### src/rtl/eth_measurer_pkg.sv
// Frame layout constants and receiver state type shared by the measurer's transmit and receive sides.
package eth_measurer_pkg;

  localparam int unsigned ETH_MAC_LEN       = 6;
  localparam int unsigned ETH_ETYPE_OFFSET  = 12;
  localparam int unsigned ETH_HDR_LEN       = 14;
  localparam int unsigned ETH_MIN_FRAME     = 60;
  localparam int unsigned PING_ID_OFFSET    = 14;
  localparam int unsigned PING_ID_LEN       = 8;
  localparam logic [15:0] ETHERTYPE_DEFAULT = 16'h5A42;

  typedef enum logic [1:0] {
    ST_HEADER = 2'd0,
    ST_ID     = 2'd1,
    ST_PAD    = 2'd2,
    ST_DROP   = 2'd3
  } rx_state_t;

endpackage

### src/rtl/eth_hdr_match.sv
// Per-beat header comparator: checks destination MAC (unicast or broadcast) and EtherType bytes.
module eth_hdr_match
  import eth_measurer_pkg::*;
(
  input  logic [15:0] idx_i,
  input  logic [7:0]  byte_i,
  input  logic [47:0] mac_addr_i,
  input  logic [15:0] ethertype_i,
  input  logic        ucast_ok_i,
  input  logic        bcast_ok_i,
  output logic        ucast_ok_o,
  output logic        bcast_ok_o,
  output logic        mismatch_o
);

  logic       first;
  logic [7:0] mac_byte;

  always_comb begin
    mac_byte = 8'h00;
    case (idx_i)
      16'd0:   mac_byte = mac_addr_i[47:40];
      16'd1:   mac_byte = mac_addr_i[39:32];
      16'd2:   mac_byte = mac_addr_i[31:24];
      16'd3:   mac_byte = mac_addr_i[23:16];
      16'd4:   mac_byte = mac_addr_i[15:8];
      16'd5:   mac_byte = mac_addr_i[7:0];
      default: mac_byte = 8'h00;
    endcase
  end

  // Unicast and broadcast must each hold for all six bytes; mixing the two is a miss.
  assign first      = (idx_i == 16'd0);
  assign ucast_ok_o = (first | ucast_ok_i) & (byte_i == mac_byte);
  assign bcast_ok_o = (first | bcast_ok_i) & (byte_i == 8'hFF);

  always_comb begin
    mismatch_o = 1'b0;
    if (idx_i < 16'(ETH_MAC_LEN))
      mismatch_o = ~(ucast_ok_o | bcast_ok_o);
    else if (idx_i == 16'(ETH_ETYPE_OFFSET))
      mismatch_o = (byte_i != ethertype_i[15:8]);
    else if (idx_i == 16'(ETH_ETYPE_OFFSET + 1))
      mismatch_o = (byte_i != ethertype_i[7:0]);
  end

endmodule

### src/rtl/eth_measurer_rx.sv
// Receive-side measurement frame decoder: filters addressed measurer frames and extracts the 64-bit ping id.
module eth_measurer_rx
  import eth_measurer_pkg::*;
#(
  parameter logic [15:0] ETHERTYPE = ETHERTYPE_DEFAULT
) (
  input  logic        clk,
  input  logic        rst,
  input  logic [47:0] mac_addr,
  input  logic [7:0]  s_axis_tdata,
  input  logic        s_axis_tvalid,
  input  logic        s_axis_tlast,
  input  logic        s_axis_tuser,
  output logic [63:0] rx_ping_id,
  output logic        rx_done,
  output logic [63:0] rx_frames_good,
  output logic [63:0] rx_frames_bad
);

  rx_state_t   state_q, state_d;
  logic [15:0] idx_q, idx_d;
  logic [63:0] id_cap_q, id_cap_d;
  logic [63:0] ping_id_q, ping_id_d;
  logic [63:0] good_q, good_d;
  logic [63:0] bad_q, bad_d;
  logic        done_q, done_d;
  logic        ucast_ok_q, ucast_ok_d;
  logic        bcast_ok_q, bcast_ok_d;
  logic        ucast_ok, bcast_ok, mismatch;

  eth_hdr_match u_hdr_match (
    .idx_i       (idx_q),
    .byte_i      (s_axis_tdata),
    .mac_addr_i  (mac_addr),
    .ethertype_i (ETHERTYPE),
    .ucast_ok_i  (ucast_ok_q),
    .bcast_ok_i  (bcast_ok_q),
    .ucast_ok_o  (ucast_ok),
    .bcast_ok_o  (bcast_ok),
    .mismatch_o  (mismatch)
  );

  always_ff @(posedge clk) begin
    if (rst) begin
      state_q    <= ST_HEADER;
      idx_q      <= '0;
      id_cap_q   <= '0;
      ping_id_q  <= '1;
      good_q     <= '0;
      bad_q      <= '0;
      done_q     <= 1'b0;
      ucast_ok_q <= 1'b0;
      bcast_ok_q <= 1'b0;
    end else begin
      state_q    <= state_d;
      idx_q      <= idx_d;
      id_cap_q   <= id_cap_d;
      ping_id_q  <= ping_id_d;
      good_q     <= good_d;
      bad_q      <= bad_d;
      done_q     <= done_d;
      ucast_ok_q <= ucast_ok_d;
      bcast_ok_q <= bcast_ok_d;
    end
  end

  always_comb begin
    state_d    = state_q;
    idx_d      = idx_q;
    id_cap_d   = id_cap_q;
    ping_id_d  = ping_id_q;
    good_d     = good_q;
    bad_d      = bad_q;
    done_d     = 1'b0;
    ucast_ok_d = ucast_ok_q;
    bcast_ok_d = bcast_ok_q;
    if (s_axis_tvalid) begin
      if (s_axis_tlast)
        idx_d = '0;
      else if (idx_q != 16'hFFFF)
        idx_d = idx_q + 16'd1;
      case (state_q)
        ST_HEADER: begin
          ucast_ok_d = ucast_ok;
          bcast_ok_d = bcast_ok;
          // A frame ending inside the header was never addressed, so it is not counted.
          if (s_axis_tlast)
            state_d = ST_HEADER;
          else if (mismatch)
            state_d = ST_DROP;
          else if (idx_q == 16'(ETH_HDR_LEN - 1))
            state_d = ST_ID;
        end
        ST_ID: begin
          id_cap_d = {id_cap_q[55:0], s_axis_tdata};
          if (s_axis_tlast) begin
            bad_d   = bad_q + 64'd1;
            state_d = ST_HEADER;
          end else if (idx_q == 16'(PING_ID_OFFSET + PING_ID_LEN - 1)) begin
            state_d = ST_PAD;
          end
        end
        ST_PAD: begin
          if (s_axis_tlast) begin
            // idx is the index of the tlast byte, so frame length is idx + 1.
            if (!s_axis_tuser && (idx_q >= 16'(ETH_MIN_FRAME - 1))) begin
              ping_id_d = id_cap_q;
              done_d    = 1'b1;
              good_d    = good_q + 64'd1;
            end else begin
              bad_d = bad_q + 64'd1;
            end
            state_d = ST_HEADER;
          end
        end
        ST_DROP: begin
          if (s_axis_tlast)
            state_d = ST_HEADER;
        end
        default: state_d = ST_HEADER;
      endcase
    end
  end

  assign rx_ping_id     = ping_id_q;
  assign rx_done        = done_q;
  assign rx_frames_good = good_q;
  assign rx_frames_bad  = bad_q;

endmodule

### config.mk
export PLATFORM = sky130hd
export DESIGN_NAME = eth_measurer_rx
export DESIGN_NICKNAME = d
export VERILOG_FILES = /design/src/rtl/eth_measurer_pkg.sv /design/src/rtl/eth_hdr_match.sv /design/src/rtl/eth_measurer_rx.sv
export SDC_FILE = /design/constraint.sdc
export NUM_CORES = 1
export LEC_CHECK = 0
export BUFFER_PORTS_ARGS = -buffer_cell sky130_fd_sc_hd__clkbuf_2
export CAP_MARGIN = 20
export CORE_MARGIN = 4
export CORE_UTILIZATION = 55
export DETAILED_ROUTE_END_ITERATION = 10
export GPL_TIMING_DRIVEN = 0
export HOLD_SLACK_MARGIN = 0.06
export PLACE_DENSITY = 0.8
export SLEW_MARGIN = 10
export SYNTH_ARGS = -nofsm -noshare
export SYNTH_HDL_FRONTEND = slang
export SYNTH_HIERARCHICAL = 1
export SYNTH_SLANG_ARGS = --single-unit
### constraint.sdc
create_clock -name clk -period 3.96 [get_ports clk]
set_input_delay 0.792 -clock clk [delete_from_list [all_inputs] [get_ports clk]]
set_output_delay 0.792 -clock clk [all_outputs]
set_load 0.02 [all_outputs]
# After elaboration in Yosys (flattened, before gate mapping)
# Cells that the tools add are included.
# Widths: inputs -> output; s select.
# classes
add_sub_neg	3
mul	0
div_mod_pow	0
n_lt_le_gt_ge	2
n_eq_ne	22
shifts	0
muxes	18
bitwise_logic	9
reduce_logical	14
# ops
operator	n
$mux 64	3
$add 64x1->64 const B	2
$pmux 64 s2	1
$pmux 8 s6	1
$eq 16x2->1 const B	2
$eq 16x3->1 const B	2
$eq 16x4->1 const B	2
$mux 16	2
$add 16x1->16 const B	1
$eq 16x1->1 const B	1
$eq 16x5->1 const B	1
$ge 16x6->1 const B	1
$logic_not 16->1	1
$lt 16x3->1 const B	1
$ne 16x16->1 const B	1
$ne 8x7->1 const B	2
$mux 2	6
$eq 8x8->1	1
$eq 8x8->1 const B	1
$reduce_and 4->1	2
$ne 2x2->1 const B	3
$pmux 2 s3	1
$reduce_and 2->1	3
$reduce_and 5->1	1
other kinds (15)	26
# word_totals
regBits	277
latch_bits	0
mem_bits_rw	0
romBits	0
in_bits	61
out_inout_bits	193
wordCells	77
memories	0

# Logic depth before layout (Yosys ltp)
# logic_depth
depth_word	10
depth_mapped	13
mapped_depth_nobuf	12

# Hierarchy
# Netlist, hierarchy kept.
# by_module_without_submodules
module	n_inst	cells_each	area_each_um2	seq_area_each_um2
eth_measurer_rx	1	1479	11908.9	5545.3
eth_hdr_match	1	111	915.9	0.0

# Worst setup path before layout
# Ideal clock, no wire load.
# synth_path
path_kind	register to register
startpoint	register idx_q[9]
endpoint	register state_q[1]
setup_time_ns	0.070
arrival_ns	3.244
required_time_ns	3.890
setup_slack_ns	0.645
stages_incl_launch_ff	14
n_path_buf	1
synth_period_minus_slack_ns	3.315
cell_sequence	dfxtp_1 > or4_1 > buf_2 > nor4_4 > a22oi_2 > a31o_1 > a2111oi_2 > and4_4 > o31ai_2 > o21ba_2 > o21ai_0 > o21ai_0 > or2_2 > a21oi_1
# synth_between
elab_chain_len	10
word_cells_on_any_way	27
cone_classes	1 x order compare; 11 x eq/ne; 7 x mux; 6 x bitwise; 2 x reduce/logical
# synth_lines
element	line_no	rtl
start, declared	eth_measurer_rx.sv:21	logic [15:0] idx_q, idx_d;
start signal, assigned	eth_measurer_rx.sv:56	idx_q <= idx_d;
$eq 16x3->1 (tied with other cells)	eth_hdr_match.sv:21	case (idx_i)
$pmux 8 s6	eth_hdr_match.sv:21	
$eq 8x8->1	eth_hdr_match.sv:34	assign ucast_ok_o = (first | ucast_ok_i) & (byte_i == mac_byte);
$and 1x1->1 (*)	eth_hdr_match.sv:34	
named net ucast_ok	eth_measurer_rx.sv:29	logic ucast_ok, bcast_ok, mismatch;
$or 1x1->1 (*)	eth_hdr_match.sv:40	mismatch_o = ~(ucast_ok_o | bcast_ok_o);
$not 1->1 (*)	eth_hdr_match.sv:40	
$mux 1 (*)	eth_hdr_match.sv:39	if (idx_i < 16'(ETH_MAC_LEN))
named net mismatch	eth_measurer_rx.sv:29	
$mux 2	eth_measurer_rx.sv:89	else if (mismatch)
$mux 2	eth_measurer_rx.sv:87	if (s_axis_tlast)
$pmux 2 s3	eth_measurer_rx.sv:82	case (state_q)
end signal, assigned	eth_measurer_rx.sv:55	state_q <= state_d;
end, declared	eth_measurer_rx.sv:20	rx_state_t state_q, state_d;
# Mark *: on every way through the listed nets, which the timed path passes. The rest lies on a longest branch.
# A chain may end at the register's enable or synchronous reset.

# Final worst setup path
# layout_path
startpoint	register idx_q[8]
endpoint	register state_q[1]
# Same word-level chain as after synthesis.

==> flow_summary.ini <==
[drt]
routed_wirelength_um = 37900
vias_per_cell = 5.91
wl_met3_um = 3280
num_vias = 13153
wl_per_cell_um = 17.0
detail-route-antenna-nets = 0
met1_length_um = 15900
drt_iter0_drc = 1367
drc_errors = 0
drt-pass1-iter-count = 6
wl_met2_um = 17900
top_layer = met4

[final_layout]
layout_commonest_cell = nand2_1
n_fill_cell = 1936
antenna_cells = 0
final_cell_mix = 309 x nand2_1, 277 x dfxtp_1, 254 x clkbuf_2, 163 x a21oi_1, 119 x nand3_1
drive_gt1_frac = 0.185
final_util = 0.682
area_delta_synth_final_pct = 21.1
fin_nets = 1957

[yosys]
synth.area.mux_share = 0.0167
synth_seq_area_share = 0.432
synth-simple-area-share = 0.311
synth.distinct_cells = 70
synth-xor-area-share = 0.0471
ys.warnings.count = 6
synth_top_family_by_area = simple AND/OR/NAND/NOR gates
ys_async_sr_fraction = 0
synthCells = 1590
synth-compound-area-share = 0.149
synthFlopType = dfxtp_1
avgSynthCellArea_um2 = 8.07
synth_area_um2 = 12800
synth-adder-area-share = 0.00390
synth-seq-cells = 277
synth_edf_count = 0

[floorplanning]
coreArea_um2 = 22800
dieHeight_um = 161
num_rows = 55
dieArea_um2 = 25800
start_util = 0.563
die_width_um = 161
ios = 254

[clock_network]
cts_tree = yes
clockBufferDepth = 3
clock-sinks = 277
ctsHoldBuffers = 0
clock_latency_ns = 0.55
clockRootBuffer = clkbuf_16
clkTransAtPathRegs_ns = 0.06
ctsHtreeMaxLevel = 1
cts_made_buffers = 29

[critical_path]
r2r_cells = 13
path_class = register to register
crit_chain = or4_1, buf_2, or4_1, o22ai_1, o21ai_0, a22oi_1, and4_4, o31ai_2, o21ba_2, o21ai_0, o21ai_0, or2_2, a21oi_1
worst-path-max-fanout = 7
required_ns = 4.42
regToRegEndpoint = state_q[1]
ff2ff_setup_slack_ns = 0.25
crit-reg2reg-launch = idx_q[8]
crit_family = simple AND/OR/NAND/NOR gates
cp-end-kind = register
cp_num_buf_inv = 1
critPathArrivalTime_ns = 4.17
start_kind = register
cp-endpoint = state_q[1]
cp_slowest_stage_delay_ns = 0.58
critPathLaunch = idx_q[8]
crit_cells = 13
crit_slowest_cell = or4_1
critPathMostFrequentCell = o21ai_0

[global_routing]
grt_pass1_wl_um = 61100
overflow = 0
grt_use_total = 0.278
grt_max_degree = 15
antenna_found_initial = 0
grt_pass1_vias = 12317

[sta]
slew_headroom = 0.434
final.min_clock_period_ns = 3.71
hold_viol = 0
setup_viol = 0
drv_slew = 0
fin_crit_sh = 0.937
fin_tns_setup_ns = 0
worst_pin_slew_ns = 0.843
fin_ws_ns = 0.250
fmaxAchievable_mhz = 270
fin_worst_skew_ns = 0.0185
holdWs_ns = 0.462
rsz0062_at_grt = no

[power]
p_comb_frac = 0.045
p_sw_frac = 0.220
pwr_density_cell_nw_per_um2 = 372
power_frac_seq = 0.484
p_leak_nw = 5.62
peakVddDrop_v = 0.000322
p_sw_mw = 1.27
power_frac_clock = 0.471
intPower_mw = 4.51
total_power_mw = 5.78

[min_path]
hold_path.class = register to register

[placed_design]
dp_hpwl_um = 27900
io_buffers = 252
dp_slack_ns = 0.0645
gp_congestion = 0.932

[job]
max_cap_viol_count = 0

[outcome]
status = completed
cell families after synthesis:
kind of cell	Yosys count
XOR/XNOR	69
multiplexers	19
flip-flops	277
AO/OA/AOI/OAI	313
AND/OR/NAND/NOR	777
adder cells (fa/ha/maj)	4
other	2
buffers and inverters	129
synth_stat cells (all sizes together) (10+ instances only):
master | instances | area (um^2)
and4 | 21 | 186
o31ai | 44 | 335
dfxtp | 277 | 5550
a2111oi | 15 | 138
o21ai | 44 | 220
xnor2 | 57 | 499
clkbuf | 86 | 323
nor4 | 29 | 243
nor3 | 20 | 116
or3 | 50 | 313
nand3 | 119 | 596
or4 | 54 | 413
buf | 10 | 55.1
xor2 | 12 | 105
a211oi | 11 | 82.6
a21oi | 163 | 816
nand4 | 68 | 432
nor2 | 69 | 262
nand2 | 309 | 1160
inv | 33 | 124
flip-flops by register name, indices dropped and copies added, names as in the netlist:
name            cells
rx_ping_id         64
bcast_ok_q          1
idx_q              16
rx_done             1
ucast_ok_q          1
rx_frames_bad      64
rx_frames_good     64
state_q             2
id_cap_q           64
what timing repair did:
action	CTS	global route
resized for setup	0	5
endpoints found under the hold margin	0	0
setup buffers	0	4
setup endpoints to repair	0	2
layout make-up:
cell class / count / area [um^2] / share of cell area
flip-flops and latches: 277 / 5550 / 0.357
repair buffers: 257 / 1300 / 0.0834
well taps: 313 / 392 / 0.0252
clock buffers: 44 / 862 / 0.0555
multi-input cells: 1198 / 6840 / 0.440
inverters: 33 / 124 / 0.00797
plain buffers: 96 / 380 / 0.0245
clock inverters: 8 / 97.6 / 0.00628
metal layers:
metal | track usage | vias to the layer above
li1 | - | 6373
met1 | 0.369 | 6160
met2 | 0.468 | 554
met3 | 0.0523 | 66
met4 | 0.0741 | 0
met5 | 0 | -
power groups by stage:
stage | logic [mW] | clock network (mW) | registers [mW]
finish | 0.262 | 2.72 | 2.80
global route | 0.287 | 2.86 | 2.80
CTS | 0.258 | 2.75 | 2.80
detailed placement | 0.257 | 0 | 2.86
global placement | 0.252 | 0 | 2.86
floorplan | 0.167 | 0 | 2.86
worst reg2reg max path, cell delays in order, from the launching register on:
cell and delay [ns]:
dfxtp_1 0.39, or4_1 0.51, buf_2 0.19, or4_1 0.58, o22ai_1 0.29, o21ai_0 0.13, a22oi_1 0.22, and4_4 0.26
o31ai_2 0.09, o21ba_2 0.21, o21ai_0 0.12, o21ai_0 0.21, or2_2 0.33, a21oi_1 0.11
metrics by stage:
stage | std cells | cell area, um^2
floorplan | 1604 | 12900
global placement | 2169 | 14500
detailed placement | 2170 | 14500
CTS | 2222 | 15500
global route | 2226 | 15500
finish | 2226 | 15500
how the worst min path moves through the flow:
| stage | start | end | slack, ns | cells after the start |
|---|---|---|---|---|
| 2_1_floorplan | id_cap_q[56] | id_cap_q[56] | 0.44 | 2 |
| 6_report | id_cap_q[63] | id_cap_q[63] | 0.46 | 2 |
| 3_3_place_gp | id_cap_q[57] | id_cap_q[57] | 0.44 | 2 |
| 5_1_grt | id_cap_q[59] | id_cap_q[59] | 0.47 | 2 |
| 3_5_place_dp | id_cap_q[59] | id_cap_q[59] | 0.45 | 2 |
| 4_1_cts | id_cap_q[59] | id_cap_q[59] | 0.46 | 2 |
Note: power is estimated with default switching activity, not from simulation.
